File: config.mk
export PLATFORM = sky130hd
export DESIGN_NAME = stack_arb_flat
export DESIGN_NICKNAME = d
export VERILOG_FILES = /design/src/rtl/stack_arb_if.sv /design/src/rtl/stack_arb.sv /design/src/flat_wrapper.sv
export SDC_FILE = /design/constraint.sdc
export NUM_CORES = 1
export LEC_CHECK = 0
export CAP_MARGIN = 10
export CORE_AREA = 2 2 100 102
export CTS_CLUSTER_DIAMETER = 200
export DETAILED_ROUTE_END_ITERATION = 8
export DIE_AREA = 0 0 102 104
export PLACE_DENSITY = 0.75
export RECOVER_POWER = 100
export SLEW_MARGIN = 20
export SYNTH_ARGS = -nofsm -noshare
export SYNTH_HDL_FRONTEND = slang
export SYNTH_SLANG_ARGS = --single-unit
export TNS_END_PERCENT = 10
File: constraint.sdc
create_clock -name clk -period 6.4 [get_ports clk]
set_clock_uncertainty 0.1 [all_clocks]
set_input_delay 1.6 -clock clk [delete_from_list [all_inputs] [get_ports clk]]
set_output_delay 1.6 -clock clk [all_outputs]
set_load 0.05 [all_outputs]
File: src/rtl/stack_arb_if.sv
// rtl/stack_arb_if.sv - requester, response and storage signals of stack_arb
//
// Purpose: groups the requester handshake, the response channel and the
// single-port storage bus of the shared stack arbiter.
// Ports (signals):
//   i_req_vld/i_req_push/i_req_dat  per-requester request (REQ_N wide)
//   o_req_rdy                       one-hot grant
//   o_mem_wen/o_mem_ren/o_mem_addr/o_mem_wdat, i_mem_rdat  storage bus
//   o_rsp_vld/o_rsp_id/o_rsp_push/o_rsp_err/o_rsp_dat      response
// Modports: master = requesters + storage model, slave = arbiter.
interface stack_arb_if #(
    parameter int REQ_N  = 4,
    parameter int W      = 32,
    parameter int ADDR_W = 4,
    parameter int ID_W   = 2
);
    logic [REQ_N-1:0]        i_req_vld;
    logic [REQ_N-1:0]        i_req_push;
    logic [REQ_N-1:0][W-1:0] i_req_dat;
    logic [REQ_N-1:0]        o_req_rdy;

    logic                    o_mem_wen;
    logic                    o_mem_ren;
    logic [ADDR_W-1:0]       o_mem_addr;
    logic [W-1:0]            o_mem_wdat;
    logic [W-1:0]            i_mem_rdat;

    logic                    o_rsp_vld;
    logic [ID_W-1:0]         o_rsp_id;
    logic                    o_rsp_push;
    logic                    o_rsp_err;
    logic [W-1:0]            o_rsp_dat;

    modport master (
        output i_req_vld, i_req_push, i_req_dat, i_mem_rdat,
        input  o_req_rdy, o_mem_wen, o_mem_ren, o_mem_addr, o_mem_wdat,
        input  o_rsp_vld, o_rsp_id, o_rsp_push, o_rsp_err, o_rsp_dat
    );

    modport slave (
        input  i_req_vld, i_req_push, i_req_dat, i_mem_rdat,
        output o_req_rdy, o_mem_wen, o_mem_ren, o_mem_addr, o_mem_wdat,
        output o_rsp_vld, o_rsp_id, o_rsp_push, o_rsp_err, o_rsp_dat
    );
endinterface

File: src/rtl/stack_arb.sv
// rtl/stack_arb.sv - round-robin arbiter sharing one LIFO stack between requesters
//
// Purpose: grants at most one push/pop per cycle (round-robin from rr),
// drives the synchronous-read stack storage, tracks occupancy and returns
// one response per accepted request in the following cycle.
// Ports:
//   clk      clock
//   arst     asynchronous active-high reset
//   i_flush  synchronous stack clear (blocks grants for that cycle)
//   o_count  occupancy, o_full = (count == N), o_empty = (count == 0)
//   bus      stack_arb_if.slave: requests, grant, storage bus, response
module stack_arb #(
    parameter int REQ_N  = 4,
    parameter int N      = 16,
    parameter int W      = 32,
    parameter int ADDR_W = $clog2(N),
    parameter int CNT_W  = $clog2(N + 1),
    parameter int ID_W   = $clog2(REQ_N)
) (
    input  logic             clk,
    input  logic             arst,
    input  logic             i_flush,
    output logic [CNT_W-1:0] o_count,
    output logic             o_full,
    output logic             o_empty,
    stack_arb_if.slave       bus
);
    localparam logic [CNT_W-1:0] N_CNT = CNT_W'(N);

    logic [CNT_W-1:0] count;
    logic [ID_W-1:0]  rr;

    logic             rsp_vld;
    logic [ID_W-1:0]  rsp_id;
    logic             rsp_push;
    logic             rsp_err;
    logic             pop_pend;

    logic [REQ_N-1:0] gnt;
    logic [ID_W-1:0]  gnt_id;
    logic             found;
    logic             is_push;
    logic             is_full;
    logic             is_empty;
    logic             do_wen;
    logic             do_ren;
    logic [CNT_W-1:0] cnt_m1;

    assign is_full  = (count == N_CNT);
    assign is_empty = (count == '0);
    assign cnt_m1   = count - CNT_W'(1);

    // Rotating priority scan: first valid requester at or above rr, wrapping.
    always_comb begin
        gnt    = '0;
        gnt_id = '0;
        found  = 1'b0;
        for (int k = 0; k < REQ_N; k++) begin
            int idx;
            idx = int'(rr) + k;
            if (idx >= REQ_N) begin
                idx = idx - REQ_N;
            end
            if (!found && bus.i_req_vld[idx]) begin
                found  = 1'b1;
                gnt_id = ID_W'(idx);
            end
        end
        // Flush owns the cycle: nothing is accepted while the stack is cleared.
        if (i_flush) begin
            found  = 1'b0;
            gnt_id = '0;
        end
        if (found) begin
            gnt[gnt_id] = 1'b1;
        end
    end

    assign is_push = bus.i_req_push[gnt_id];
    // Push-on-full and pop-on-empty are still accepted but never touch storage.
    assign do_wen  = found && is_push && !is_full;
    assign do_ren  = found && !is_push && !is_empty;

    always_comb begin
        bus.o_mem_addr = '0;
        bus.o_mem_wdat = '0;
        if (do_wen) begin
            bus.o_mem_addr = count[ADDR_W-1:0];
            bus.o_mem_wdat = bus.i_req_dat[gnt_id];
        end else if (do_ren) begin
            bus.o_mem_addr = cnt_m1[ADDR_W-1:0];
        end
    end

    assign bus.o_req_rdy = gnt;
    assign bus.o_mem_wen = do_wen;
    assign bus.o_mem_ren = do_ren;

    always_ff @(posedge clk or posedge arst) begin
        if (arst) begin
            count    <= '0;
            rr       <= '0;
            rsp_vld  <= 1'b0;
            rsp_id   <= '0;
            rsp_push <= 1'b0;
            rsp_err  <= 1'b0;
            pop_pend <= 1'b0;
        end else begin
            if (i_flush) begin
                count <= '0;
            end else if (do_wen) begin
                count <= count + CNT_W'(1);
            end else if (do_ren) begin
                count <= cnt_m1;
            end

            if (found) begin
                rr <= (gnt_id == ID_W'(REQ_N - 1)) ? '0 : gnt_id + ID_W'(1);
            end

            rsp_vld  <= found;
            rsp_id   <= gnt_id;
            rsp_push <= found && is_push;
            rsp_err  <= found && !do_wen && !do_ren;
            pop_pend <= do_ren;
        end
    end

    // Read data arrives from storage in the response cycle and is forwarded
    // unregistered, so only the pop-pending flag is held here.
    assign bus.o_rsp_vld  = rsp_vld;
    assign bus.o_rsp_id   = rsp_id;
    assign bus.o_rsp_push = rsp_push;
    assign bus.o_rsp_err  = rsp_err;
    assign bus.o_rsp_dat  = pop_pend ? bus.i_mem_rdat : '0;

    assign o_count = count;
    assign o_full  = is_full;
    assign o_empty = is_empty;
endmodule

File: src/flat_wrapper.sv
// flat-port wrapper written by rule: the top's interface ports become plain ports
module stack_arb_flat 
#(
    parameter int REQ_N  = 4,
    parameter int N      = 16,
    parameter int W      = 32,
    parameter int ADDR_W = $clog2(N),
    parameter int CNT_W  = $clog2(N + 1),
    parameter int ID_W   = $clog2(REQ_N)
)
  (clk, arst, i_flush, o_count, o_full, o_empty, bus_i_req_vld, bus_i_req_push, bus_i_req_dat, bus_i_mem_rdat, bus_o_req_rdy, bus_o_mem_wen, bus_o_mem_ren, bus_o_mem_addr, bus_o_mem_wdat, bus_o_rsp_vld, bus_o_rsp_id, bus_o_rsp_push, bus_o_rsp_err, bus_o_rsp_dat);
  stack_arb_if #(.REQ_N(REQ_N), .W(W), .ADDR_W(ADDR_W), .ID_W(ID_W)) bus_i ();
  input  logic clk;
  input  logic arst;
  input  logic i_flush;
  output logic [CNT_W-1:0] o_count;
  output logic o_full;
  output logic o_empty;
  input wire logic [$bits(bus_i.i_req_vld)-1:0] bus_i_req_vld;
  input wire logic [$bits(bus_i.i_req_push)-1:0] bus_i_req_push;
  input wire logic [$bits(bus_i.i_req_dat)-1:0] bus_i_req_dat;
  input wire logic [$bits(bus_i.i_mem_rdat)-1:0] bus_i_mem_rdat;
  output wire logic [$bits(bus_i.o_req_rdy)-1:0] bus_o_req_rdy;
  output wire logic [$bits(bus_i.o_mem_wen)-1:0] bus_o_mem_wen;
  output wire logic [$bits(bus_i.o_mem_ren)-1:0] bus_o_mem_ren;
  output wire logic [$bits(bus_i.o_mem_addr)-1:0] bus_o_mem_addr;
  output wire logic [$bits(bus_i.o_mem_wdat)-1:0] bus_o_mem_wdat;
  output wire logic [$bits(bus_i.o_rsp_vld)-1:0] bus_o_rsp_vld;
  output wire logic [$bits(bus_i.o_rsp_id)-1:0] bus_o_rsp_id;
  output wire logic [$bits(bus_i.o_rsp_push)-1:0] bus_o_rsp_push;
  output wire logic [$bits(bus_i.o_rsp_err)-1:0] bus_o_rsp_err;
  output wire logic [$bits(bus_i.o_rsp_dat)-1:0] bus_o_rsp_dat;
  assign bus_i.i_req_vld = bus_i_req_vld;
  assign bus_i.i_req_push = bus_i_req_push;
  assign bus_i.i_req_dat = bus_i_req_dat;
  assign bus_i.i_mem_rdat = bus_i_mem_rdat;
  assign bus_o_req_rdy = bus_i.o_req_rdy;
  assign bus_o_mem_wen = bus_i.o_mem_wen;
  assign bus_o_mem_ren = bus_i.o_mem_ren;
  assign bus_o_mem_addr = bus_i.o_mem_addr;
  assign bus_o_mem_wdat = bus_i.o_mem_wdat;
  assign bus_o_rsp_vld = bus_i.o_rsp_vld;
  assign bus_o_rsp_id = bus_i.o_rsp_id;
  assign bus_o_rsp_push = bus_i.o_rsp_push;
  assign bus_o_rsp_err = bus_i.o_rsp_err;
  assign bus_o_rsp_dat = bus_i.o_rsp_dat;
  stack_arb #(.REQ_N(REQ_N), .N(N), .W(W), .ADDR_W(ADDR_W), .CNT_W(CNT_W), .ID_W(ID_W)) u_core (.clk(clk), .arst(arst), .i_flush(i_flush), .o_count(o_count), .o_full(o_full), .o_empty(o_empty), .bus(bus_i));
endmodule
==> flow_summary.yaml <==
drt:
  first_pass_iters: 4
  drtIter0Drc: 91
  wl_mm: 11.6
  drc: 0
  drt-wirelength-per-cell_um: 16.9
  ant_nets: 0
  num_vias: 3325
  via_per_inst: 4.87
cts:
  clk_pin_slew_ps: 60
  clockBufferDepth: 2
  cts_made_buffers: 3
  ctsHoldBuffers: 0
  h-tree-depth: 1
  cts_tree: "yes"
  root_buffer: "clkbuf_8"
  cts.sinks: 13
  postCtsSetupBuffers: 0
  clock_latency_ps: 240
  post_cts_resize_count: 0
pwr:
  leakagePower_nw: 2.21
  ir_worst_vdd_mv: 0.105
  power.density_nw_per_um2: 240
run:
  maxCapViolCount: 0
logic_synthesis:
  synth_edf_count: 0
  async_flop_share_pct: 100
  ys.flop_type: "dfrtp_1"
  yosysWarnings: 0
  syn_area_um2: 2520
  synth_nets: 478
  postSynthCellCount: 301
  synth.ff_latch_count: 13
  synth.avg_cell_area_um2: 8.37
  yosysSeqAreaShare_pct: 12.9
  synth_cell_types: 47
finish:
  final_common_cell: "clkdlybuf4s50_1"
  layout_common_cells: "169 x clkdlybuf4s50_1, 49 x a211oi_1, 45 x dlygate4sd3_1"
  fillCellCount: 833
  drive_above_1_share_pct: 15.3
  fin_cells: 683
  finalNetCount: 728
  diodes: 0
  syn2layout_area_growth_pct: 121
place:
  gp_congestion: 0.842
  dp.cells: 679
  portBuffers: 256
  post-dp-hpwl_mm: 9.71
die:
  ioPinCount: 257
  die_area_um2: 10600
  die_y_um: 104
  fp.coreArea_um2: 9550
  start_util_pct: 26.4
  rows: 36
  die_width_um: 102
timing:
  setup_violations: 0
  slew_viol_final: 0
  tns_ps: 0
  hold_violations: 0
  post-route-period-util_pct: 96.3
  worst_slew_pin_slew_ps: 619
  maxSlewHeadroom_pct: 58.7
  period_minus_slack_ps: 6170
  maxClockFrequency_mhz: 162
  rsz0062_at_grt: "no"
grt:
  grt_pass1_vias: 3308
  antenna_found_initial: 0
  overflow: 0
  grtUsageTotal_pct: 20.1
  grt_pass1_wl_mm: 17.0
  grt_max_degree: 69
setup_path:
  critical_path.top_delay_family: "buffers and inverters"
  arrival_ps: 4470
  worst-path-max-fanout: 23
  endpoint_kind: "output pin"
  crit_slowest_cell: "clkdlybuf4s50_1"
  crit_chain: "clkdlybuf4s50_1, nor4_2, or2_1, or4b_1, a211oi_2, nor2_4, buf_12, a211oi_1, dlymetal6s2s_1"
  slowest_delay_ps: 630
  required_ps: 4700
  path_class: "in -> out"
  worstSetupStartpointType: "input port"
  path_buf_inv: 3
status:
  status: "finished clean"
min_path:
  worstHoldPathType: "reg -> reg"
-- state kept, by name, summed over array words and instances, names as in the netlist --
| register | flops |
|---|---|
| u_core.bus.o_rsp_vld | 1 |
| u_core.bus.o_rsp_push | 1 |
| u_core.bus.o_rsp_id | 2 |
| u_core.pop_pend | 1 |
| u_core.o_count | 5 |
| u_core.rr | 2 |
| u_core.bus.o_rsp_err | 1 |
-- power breakdown --
group / internal (W) / switching [W]
registers: 0.000103 / 0.0000396
logic: 0.000467 / 0.000648
clock network: 0.0000440 / 0.0000318
-- synth_stat cells (2+ instances only) --
master / count / area share [%]
buf_6: 5 / 2.2
and2_1: 44 / 11
o311ai_1: 2 / 0.70
dfrtp_1: 13 / 13
nand2_1: 12 / 1.8
nand4bb_1: 2 / 0.89
nand2b_1: 8 / 2.0
ha_1: 6 / 3.0
and2_0: 25 / 6.2
o21bai_1: 2 / 0.60
mux2i_1: 38 / 15
inv_1: 8 / 1.2
o31ai_1: 2 / 0.60
nor3_1: 2 / 0.40
a211oi_1: 35 / 10
o21ai_1: 2 / 0.40
a21oi_1: 4 / 0.79
inv_2: 2 / 0.30
nand3_1: 3 / 0.60
buf_2: 7 / 1.4
a21o_1: 2 / 0.60
nor2b_1: 3 / 0.74
clkbuf_1: 14 / 2.1
a211oi_2: 32 / 16
nor2_1: 6 / 0.89
-- through the flow --
| stage | area [um2] | util (%) | hold WS, ps | power [W] | setup WS [ps] |
|---|---|---|---|---|---|
| 6_report | 5560 | 58.2 | 499 | 0.00133 | 234 |
| 5_1_grt | 5560 | 58.2 | 535 | 0.00140 | 41.9 |
| 4_1_cts | 5700 | 59.7 | 501 | 0.00141 | 315 |
| 3_5_place_dp | 5650 | 59.2 | 499 | 0.00133 | 301 |
| 3_3_place_gp | 5650 | 59.2 | 477 | 0.00131 | 433 |
| 2_1_floorplan | 2520 | - | 432 | 0.000814 | 598 |
-- layer usage --
metal	share of wire, %	track usage (%)
met5	0	0
met1	35	20.6
met3	9.1	5.17
met4	3.1	5.71
met2	52	38.9
-- worst reg2reg max path, delay by kind of cell, from the launching register on --
| family | cells | cell delay, ps |
|---|---|---|
| buffers and inverters | 3 | 480 |
| AO/OA/AOI/OAI | 3 | 650 |
| AND/OR/NAND/NOR | 4 | 810 |
| flip-flops | 1 | 450 |
-- worst paths after layout --
kind / from / to / slack [ps] / cells past startpoint
setup / recovery: bus_i_req_vld[1] / bus_o_mem_wdat[0] / 230 / 9
hold / removal: u_core.o_count[3] / u_core.o_count[3] / 500 / 1
setup reg to reg: u_core.rr[1] / u_core.o_count[1] / 3810 / 10
hold reg to reg: u_core.o_count[3] / u_core.o_count[3] / 500 / 1
max in group asynchronous: arst / u_core.o_count[1] / 4090 / 2
min in group asynchronous: arst / u_core.rr[1] / 1750 / 2
-- logic make-up (layout without fill, tap and decap cells) --
kind of cell	after synthesis	count (layout)	synth area share, %
buffers and inverters	36	285	7.20
multiplexers	39	39	15.5
AO/OA/AOI/OAI	87	87	32.0
adder cells (fa/ha/maj)	6	6	2.98
flip-flops	13	13	12.9
AND/OR/NAND/NOR	120	120	29.3
-- layout make-up --
class	count	area, um2	area share, %
Timing Repair Buffer	271	3040	54.6
Tap cell	133	166	2.99
Sequential cell	13	325	5.85
Clock buffer	4	45.0	0.810
Inverter	10	37.5	0.675
Multi-Input combinational cell	252	1950	35.1
No activity file was read; power rests on OpenSTA's default activity.
